===== src/rtl/uart_rx_fifo.sv =====
// uart_rx_fifo: 16x-oversampled 8-bit UART receiver feeding a synchronous byte FIFO.
// Optional even parity is enabled with `define UART_RX_PARITY_EN.
// Ports:
//   clk_50m    system clock (rising edge)
//   reset      synchronous active-high reset
//   rx         asynchronous serial input (idle high)
//   rd_en      pop one byte when not empty
//   data_out   registered read data
//   used_words FIFO occupancy
//   empty/full occupancy flags
//   rx_busy    receiver not idle
//   frame_err  one-cycle pulse on bad stop (or parity)
//   overrun    sticky: byte dropped on a full FIFO
module uart_rx_fifo #(
  parameter int unsigned CLK_HZ = 50_000_000,
  parameter int unsigned BAUD   = 115200,
  parameter int unsigned DEPTH  = 16
) (
  input  logic                     clk_50m,
  input  logic                     reset,
  input  logic                     rx,
  input  logic                     rd_en,
  output logic [7:0]               data_out,
  output logic [$clog2(DEPTH):0]   used_words,
  output logic                     empty,
  output logic                     full,
  output logic                     rx_busy,
  output logic                     frame_err,
  output logic                     overrun
);

  localparam int unsigned DIV   = CLK_HZ / (BAUD * 16);
  localparam int unsigned DIV_W = (DIV > 1) ? $clog2(DIV) : 1;
  localparam int unsigned PTR_W = $clog2(DEPTH);
  localparam int unsigned CNT_W = PTR_W + 1;
`ifdef UART_RX_PARITY_EN
  localparam int unsigned LAST_BIT = 8;
`else
  localparam int unsigned LAST_BIT = 7;
`endif

  typedef enum logic [2:0] {IDLE, START, DATA, STOP, WAIT_HIGH} state_t;

  state_t             state, state_next;
  logic               rx_m, rx_s, rx_s_d;
  logic [DIV_W-1:0]   div_cnt;
  logic [3:0]         tick_cnt;
  logic [3:0]         bit_cnt;
  logic [7:0]         shift;
  logic [7:0]         mem [DEPTH];
  logic [PTR_W-1:0]   wr_ptr, rd_ptr;
  logic               tick_c, sample_c, fall_c;
  logic               start_c, shift_c, push_c, err_c, bad_par_c;
  logic               do_wr_c, do_rd_c;
  logic [CNT_W-1:0]   used_next_c;

  // Two-flop synchroniser plus a delayed copy for falling-edge detection
  always_ff @(posedge clk_50m) begin
    if (reset) begin
      rx_m   <= 1'b1;
      rx_s   <= 1'b1;
      rx_s_d <= 1'b1;
    end else begin
      rx_m   <= rx;
      rx_s   <= rx_m;
      rx_s_d <= rx_s;
    end
  end

  assign fall_c = rx_s_d & ~rx_s;
  assign tick_c = (div_cnt == DIV_W'(DIV - 1));
  // Ticks are counted from START entry: mid start is tick 8, and every later
  // mid-bit point is 16 ticks on, so all sample points share tick_cnt == 7.
  assign sample_c = tick_c && (tick_cnt == 4'd7);

`ifdef UART_RX_PARITY_EN
  logic par_bit;
  assign bad_par_c = ^{shift, par_bit};
`else
  assign bad_par_c = 1'b0;
`endif

  // Receiver state register
  always_ff @(posedge clk_50m) begin
    if (reset) state <= IDLE;
    else       state <= state_next;
  end

  // Receiver next-state and control decode
  always_comb begin
    state_next = state;
    start_c    = 1'b0;
    shift_c    = 1'b0;
    push_c     = 1'b0;
    err_c      = 1'b0;
    case (state)
      IDLE: begin
        if (fall_c) begin
          state_next = START;
          start_c    = 1'b1;
        end
      end
      START: begin
        if (sample_c) state_next = rx_s ? IDLE : DATA;
      end
      DATA: begin
        if (sample_c) begin
          shift_c = 1'b1;
          if (bit_cnt == 4'(LAST_BIT)) state_next = STOP;
        end
      end
      STOP: begin
        if (sample_c) begin
          if (!rx_s) begin
            err_c      = 1'b1;
            state_next = WAIT_HIGH;
          end else if (bad_par_c) begin
            err_c      = 1'b1;
            state_next = IDLE;
          end else begin
            push_c     = 1'b1;
            state_next = IDLE;
          end
        end
      end
      WAIT_HIGH: begin
        if (rx_s) state_next = IDLE;
      end
      default: state_next = IDLE;
    endcase
  end

  // Oversample divider, tick/bit counters and shift register
  always_ff @(posedge clk_50m) begin
    if (reset) begin
      div_cnt  <= '0;
      tick_cnt <= '0;
      bit_cnt  <= '0;
      shift    <= '0;
`ifdef UART_RX_PARITY_EN
      par_bit  <= 1'b0;
`endif
    end else begin
      if (start_c || tick_c) div_cnt <= '0;
      else                   div_cnt <= div_cnt + DIV_W'(1);
      if (start_c) begin
        tick_cnt <= '0;
        bit_cnt  <= '0;
      end else begin
        if (tick_c) tick_cnt <= tick_cnt + 4'd1;
        if (shift_c) begin
          bit_cnt <= bit_cnt + 4'd1;
`ifdef UART_RX_PARITY_EN
          if (bit_cnt == 4'd8) par_bit <= rx_s;
          else                 shift   <= {rx_s, shift[7:1]};
`else
          shift <= {rx_s, shift[7:1]};
`endif
        end
      end
    end
  end

  // A write on a full FIFO is only possible when a read frees a slot this cycle
  assign do_rd_c = rd_en && !empty;
  assign do_wr_c = push_c && (!full || rd_en);

  always_comb begin
    used_next_c = used_words;
    case ({do_wr_c, do_rd_c})
      2'b10:   used_next_c = used_words + CNT_W'(1);
      2'b01:   used_next_c = used_words - CNT_W'(1);
      default: used_next_c = used_words;
    endcase
  end

  // Storage array (no reset needed)
  always_ff @(posedge clk_50m) begin
    if (do_wr_c) mem[wr_ptr] <= shift;
  end

  // FIFO control and registered status outputs
  always_ff @(posedge clk_50m) begin
    if (reset) begin
      wr_ptr     <= '0;
      rd_ptr     <= '0;
      data_out   <= 8'h00;
      used_words <= '0;
      empty      <= 1'b1;
      full       <= 1'b0;
      overrun    <= 1'b0;
      rx_busy    <= 1'b0;
      frame_err  <= 1'b0;
    end else begin
      if (do_wr_c) wr_ptr <= wr_ptr + PTR_W'(1);
      if (do_rd_c) begin
        data_out <= mem[rd_ptr];
        rd_ptr   <= rd_ptr + PTR_W'(1);
      end
      if (push_c && full && !rd_en) overrun <= 1'b1;
      used_words <= used_next_c;
      empty      <= (used_next_c == '0);
      full       <= (used_next_c == CNT_W'(DEPTH));
      rx_busy    <= (state_next != IDLE);
      frame_err  <= err_c;
    end
  end

endmodule

===== config.mk =====
export PLATFORM = sky130hd
export DESIGN_NAME = uart_rx_fifo
export DESIGN_NICKNAME = d
export VERILOG_FILES = /design/src/rtl/uart_rx_fifo.sv
export SDC_FILE = /design/constraint.sdc
export NUM_CORES = 1
export LEC_CHECK = 0
export ABC_AREA = 1
export CORE_ASPECT_RATIO = 1.5
export CORE_MARGIN = 3
export CORE_UTILIZATION = 60
export CTS_CLUSTER_SIZE = 28
export DETAILED_ROUTE_END_ITERATION = 16
export PLACE_DENSITY = 0.78
export REMOVE_ABC_BUFFERS = 1
export SETUP_SLACK_MARGIN = 0.5
export SYNTH_ARGS = -nofsm -noshare
export SYNTH_HDL_FRONTEND = slang
export SYNTH_SLANG_ARGS = --single-unit

===== constraint.sdc =====
create_clock -name clk_50m -period 4.7 [get_ports clk_50m]
set_clock_uncertainty 0.2 [all_clocks]
set_input_delay 0.705 -clock clk_50m [delete_from_list [all_inputs] [get_ports clk_50m]]
set_output_delay 0.705 -clock clk_50m [all_outputs]
set_load 0.005 [all_outputs]

==> results.json <==
{
  "core_area_um2": 12100,
  "avgSynthCellArea_um2": 10.2,
  "worstPathBufferInverterCount": 2,
  "final_util_pct": 69.1,
  "grt.overflow.total": 0,
  "crit_arrival_ns": 3.14,
  "clk_latency_ns": 0.43,
  "synth_edf_count": 128,
  "ant_nets": 0,
  "max_slew_margin_pct": 23.4,
  "max_freq_mhz": 335,
  "slew_violations": 0,
  "crit_path_max_incr_delay_ns": 0.34,
  "required_ns": 4.85,
  "cts_buffers": 17,
  "rrSetupSlack_ns": 1.71,
  "ir_drop_v": 0.000300,
  "clock_sinks": 181,
  "r2r-end": "empty",
  "finalCriticalPeriod_ns": 2.99,
  "power.total_mw": 3.40,
  "crit_type": "reg2reg",
  "ctsResizeCount": 0,
  "endpoint_kind": "flop",
  "grt_antenna_before_repair": 0,
  "worst_pin_slew_ns": 1.14,
  "yosysSeqAreaShare_pct": 64.8,
  "leakagePower_nw": 3.27,
  "drt-initial-drc-count": 438,
  "ys.warnings.count": 0,
  "drc": 0,
  "initial_utilization_pct": 62.4,
  "root_buffer": "clkbuf_16",
  "drv_cap": 0,
  "io_buffers": 21,
  "crit_slowest_cell": "dfxtp_1",
  "die_width_um": 97.7,
  "ios": 22,
  "fin_crit_sh_pct": 63.5,
  "syn_inst": 743,
  "synth_area_um2": 7570,
  "hold_depth": 1,
  "cts_hold_buf": 0,
  "num_rows": 49,
  "min_path_type": "reg2reg",
  "tns_ns": 0,
  "cts_tree": "done",
  "htreeDepth": 4,
  "drive_above_1_share_pct": 6.39,
  "rsz0062_at_grt": "false",
  "diodes": 0,
  "hold_end": "rx_s",
  "reg2regPathDepth": 15,
  "cp_common_cell": "ha_1",
  "crit_chain": "inv_1, ha_1, nand4_4, nor2_8, nand4_4, ha_1, nand2_1, inv_1, nor2_1, ha_1, o21ai_0, nand2_1, nor2_1, nand3_1, o21bai_1",
  "vias_per_cell": 5.72,
  "synth-seq-cells": 181,
  "place.gp.congestion": 0.906,
  "critical_path_peak_fanout": 8,
  "grt_pass1_vias": 5162,
  "grt_pass1_wl_um": 25700,
  "fp.dieArea_um2": 14000,
  "synth_cell_types": 33,
  "track_usage_pct": 23.5,
  "postCtsSetupBuffers": 0,
  "drtPass1Iterations": 6,
  "dp_slack_ns": 1.37,
  "die_y_um": 144,
  "crit_family": "simple AND/OR/NAND/NOR gates",
  "setup_viol": 0,
  "timing.final.ws_setup_ns": 1.71,
  "min_from": "rx_m",
  "ys_async_sr_fraction_pct": 0,
  "worstSetupStartpointType": "flop",
  "finalWirelength_um": 15700,
  "post_drt_wl_per_cell_um": 17.0,
  "hold_viol": 0,
  "final_nets": 770,
  "cts.path.max_buffers": 2,
  "vias": 5266,
  "dpl.hpwl_um": 9870,
  "cts.clk_slew.worst_paths_ns": 0.06,
  "outcome": "finished, final reports clean",
  "synth_flop_cell": "edfxtp_1",
  "p_per_area_nw_per_um2": 406,
  "areaGrowthSynthToFinish_pct": 10.7,
  "grt_max_degree": 67,
  "r2r_start": "div_cnt[0]"
}
synthesized netlist by cell type (all sizes together) (4+ instances only):
| cell | n | area (um2) |
|---|---|---|
| nand2 | 233 | 887 |
| edfxtp | 128 | 3840 |
| nand3 | 123 | 626 |
| dfxtp | 53 | 1060 |
| inv | 47 | 176 |
| nor2 | 40 | 185 |
| a21oi | 23 | 119 |
| buf | 23 | 128 |
| ha | 12 | 150 |
| clkbuf | 10 | 37.5 |
| o21ai | 9 | 45.0 |
| nand4 | 8 | 80.1 |
| o211ai | 8 | 60.1 |
| nor3 | 5 | 25.0 |
| o21bai | 4 | 30.0 |
| or2 | 4 | 25.0 |
| xor2 | 4 | 35.0 |
layer usage:
layer	vias to the layer above	GRT usage (%)	wire (um)
li1	2533	-	-
met1	2506	27.5	6070
met2	203	42.7	8370
met3	24	4.71	938
met4	0	9.12	300
met5	-	0	0
cell families after synthesis:
group	Yosys count	share of synthesized area (%)
AO/OA/AOI/OAI	46	3.55
XOR/XNOR	4	0.463
adder cells (fa/ha/maj)	12	1.98
buffers and inverters	83	4.66
flip-flops	181	64.8
AND/OR/NAND/NOR	417	24.6
worst reg2reg max path, cell delays in order, from the launching register on:
cell	delay, ns
dfxtp_1	0.34
inv_1	0.06
ha_1	0.18
nand4_4	0.21
nor2_8	0.21
nand4_4	0.16
ha_1	0.33
nand2_1	0.12
inv_1	0.06
nor2_1	0.16
ha_1	0.25
o21ai_0	0.20
nand2_1	0.08
nor2_1	0.12
nand3_1	0.10
o21bai_1	0.15
sequential cells by signal, indices dropped and copies added (netlist names), 3 cells and up:
| signal | count |
|---|---|
| mem | 128 |
| data_out | 8 |
| shift | 8 |
| div_cnt | 5 |
| used_words | 5 |
| bit_cnt | 4 |
| rd_ptr | 4 |
| tick_cnt | 4 |
| wr_ptr | 4 |
| state | 3 |
placed cells by master (no fill, tap or decap), types with 5 or more instances in the layout:
master	netlist	routed
clkdlybuf4s50_1	0	21
clkinv_1	3	5
nor2_1	37	37
ha_1	12	12
nand2_1	230	230
edfxtp_1	128	128
o21ai_0	9	9
clkbuf_16	0	17
a21oi_1	22	22
inv_1	47	47
nand3_1	121	121
nor3_1	5	5
o211ai_1	8	8
nand4_1	6	6
dfxtp_1	53	52
cell type report:
class                   instances  area (um2)
repair buffers                 25         240
flip-flops and latches        181        4910
multi-input cells             479        2320
inverters                      50         188
clock buffers                  19         433
well taps                     153         191
fillers                       864        3750
clock inverters                13         113
per-stage QoR:
step / std cells / hold slack [ns] / instance area [um2]
after floorplan: 710 / 0.189 / 7410
after global placement: 888 / 0.193 / 7840
after detailed placement: 888 / 0.197 / 7840
after CTS: 920 / 0.213 / 8390
after global routing: 920 / 0.222 / 8390
final: 920 / 0.211 / 8390
where the power goes:
part           total (mW)  switching (mW)  internal, mW
Clock                1.30           0.575         0.725
Sequential           1.73          0.0195          1.71
Combinational       0.372           0.242         0.130
how the worst max path moves through the flow:
stage / cells after the start / slack [ns] / end / from
6_report: 15 / 1.71 / empty / div_cnt[0]
5_1_grt: 15 / 1.41 / empty / div_cnt[0]
4_1_cts: 15 / 1.71 / empty / div_cnt[0]
3_5_place_dp: 14 / 1.37 / empty / rd_en
3_3_place_gp: 14 / 1.51 / empty / rd_en
2_1_floorplan: 9 / 1.32 / data_out[0] / rd_ptr[0]
Power figures use the tool's default switching activity.
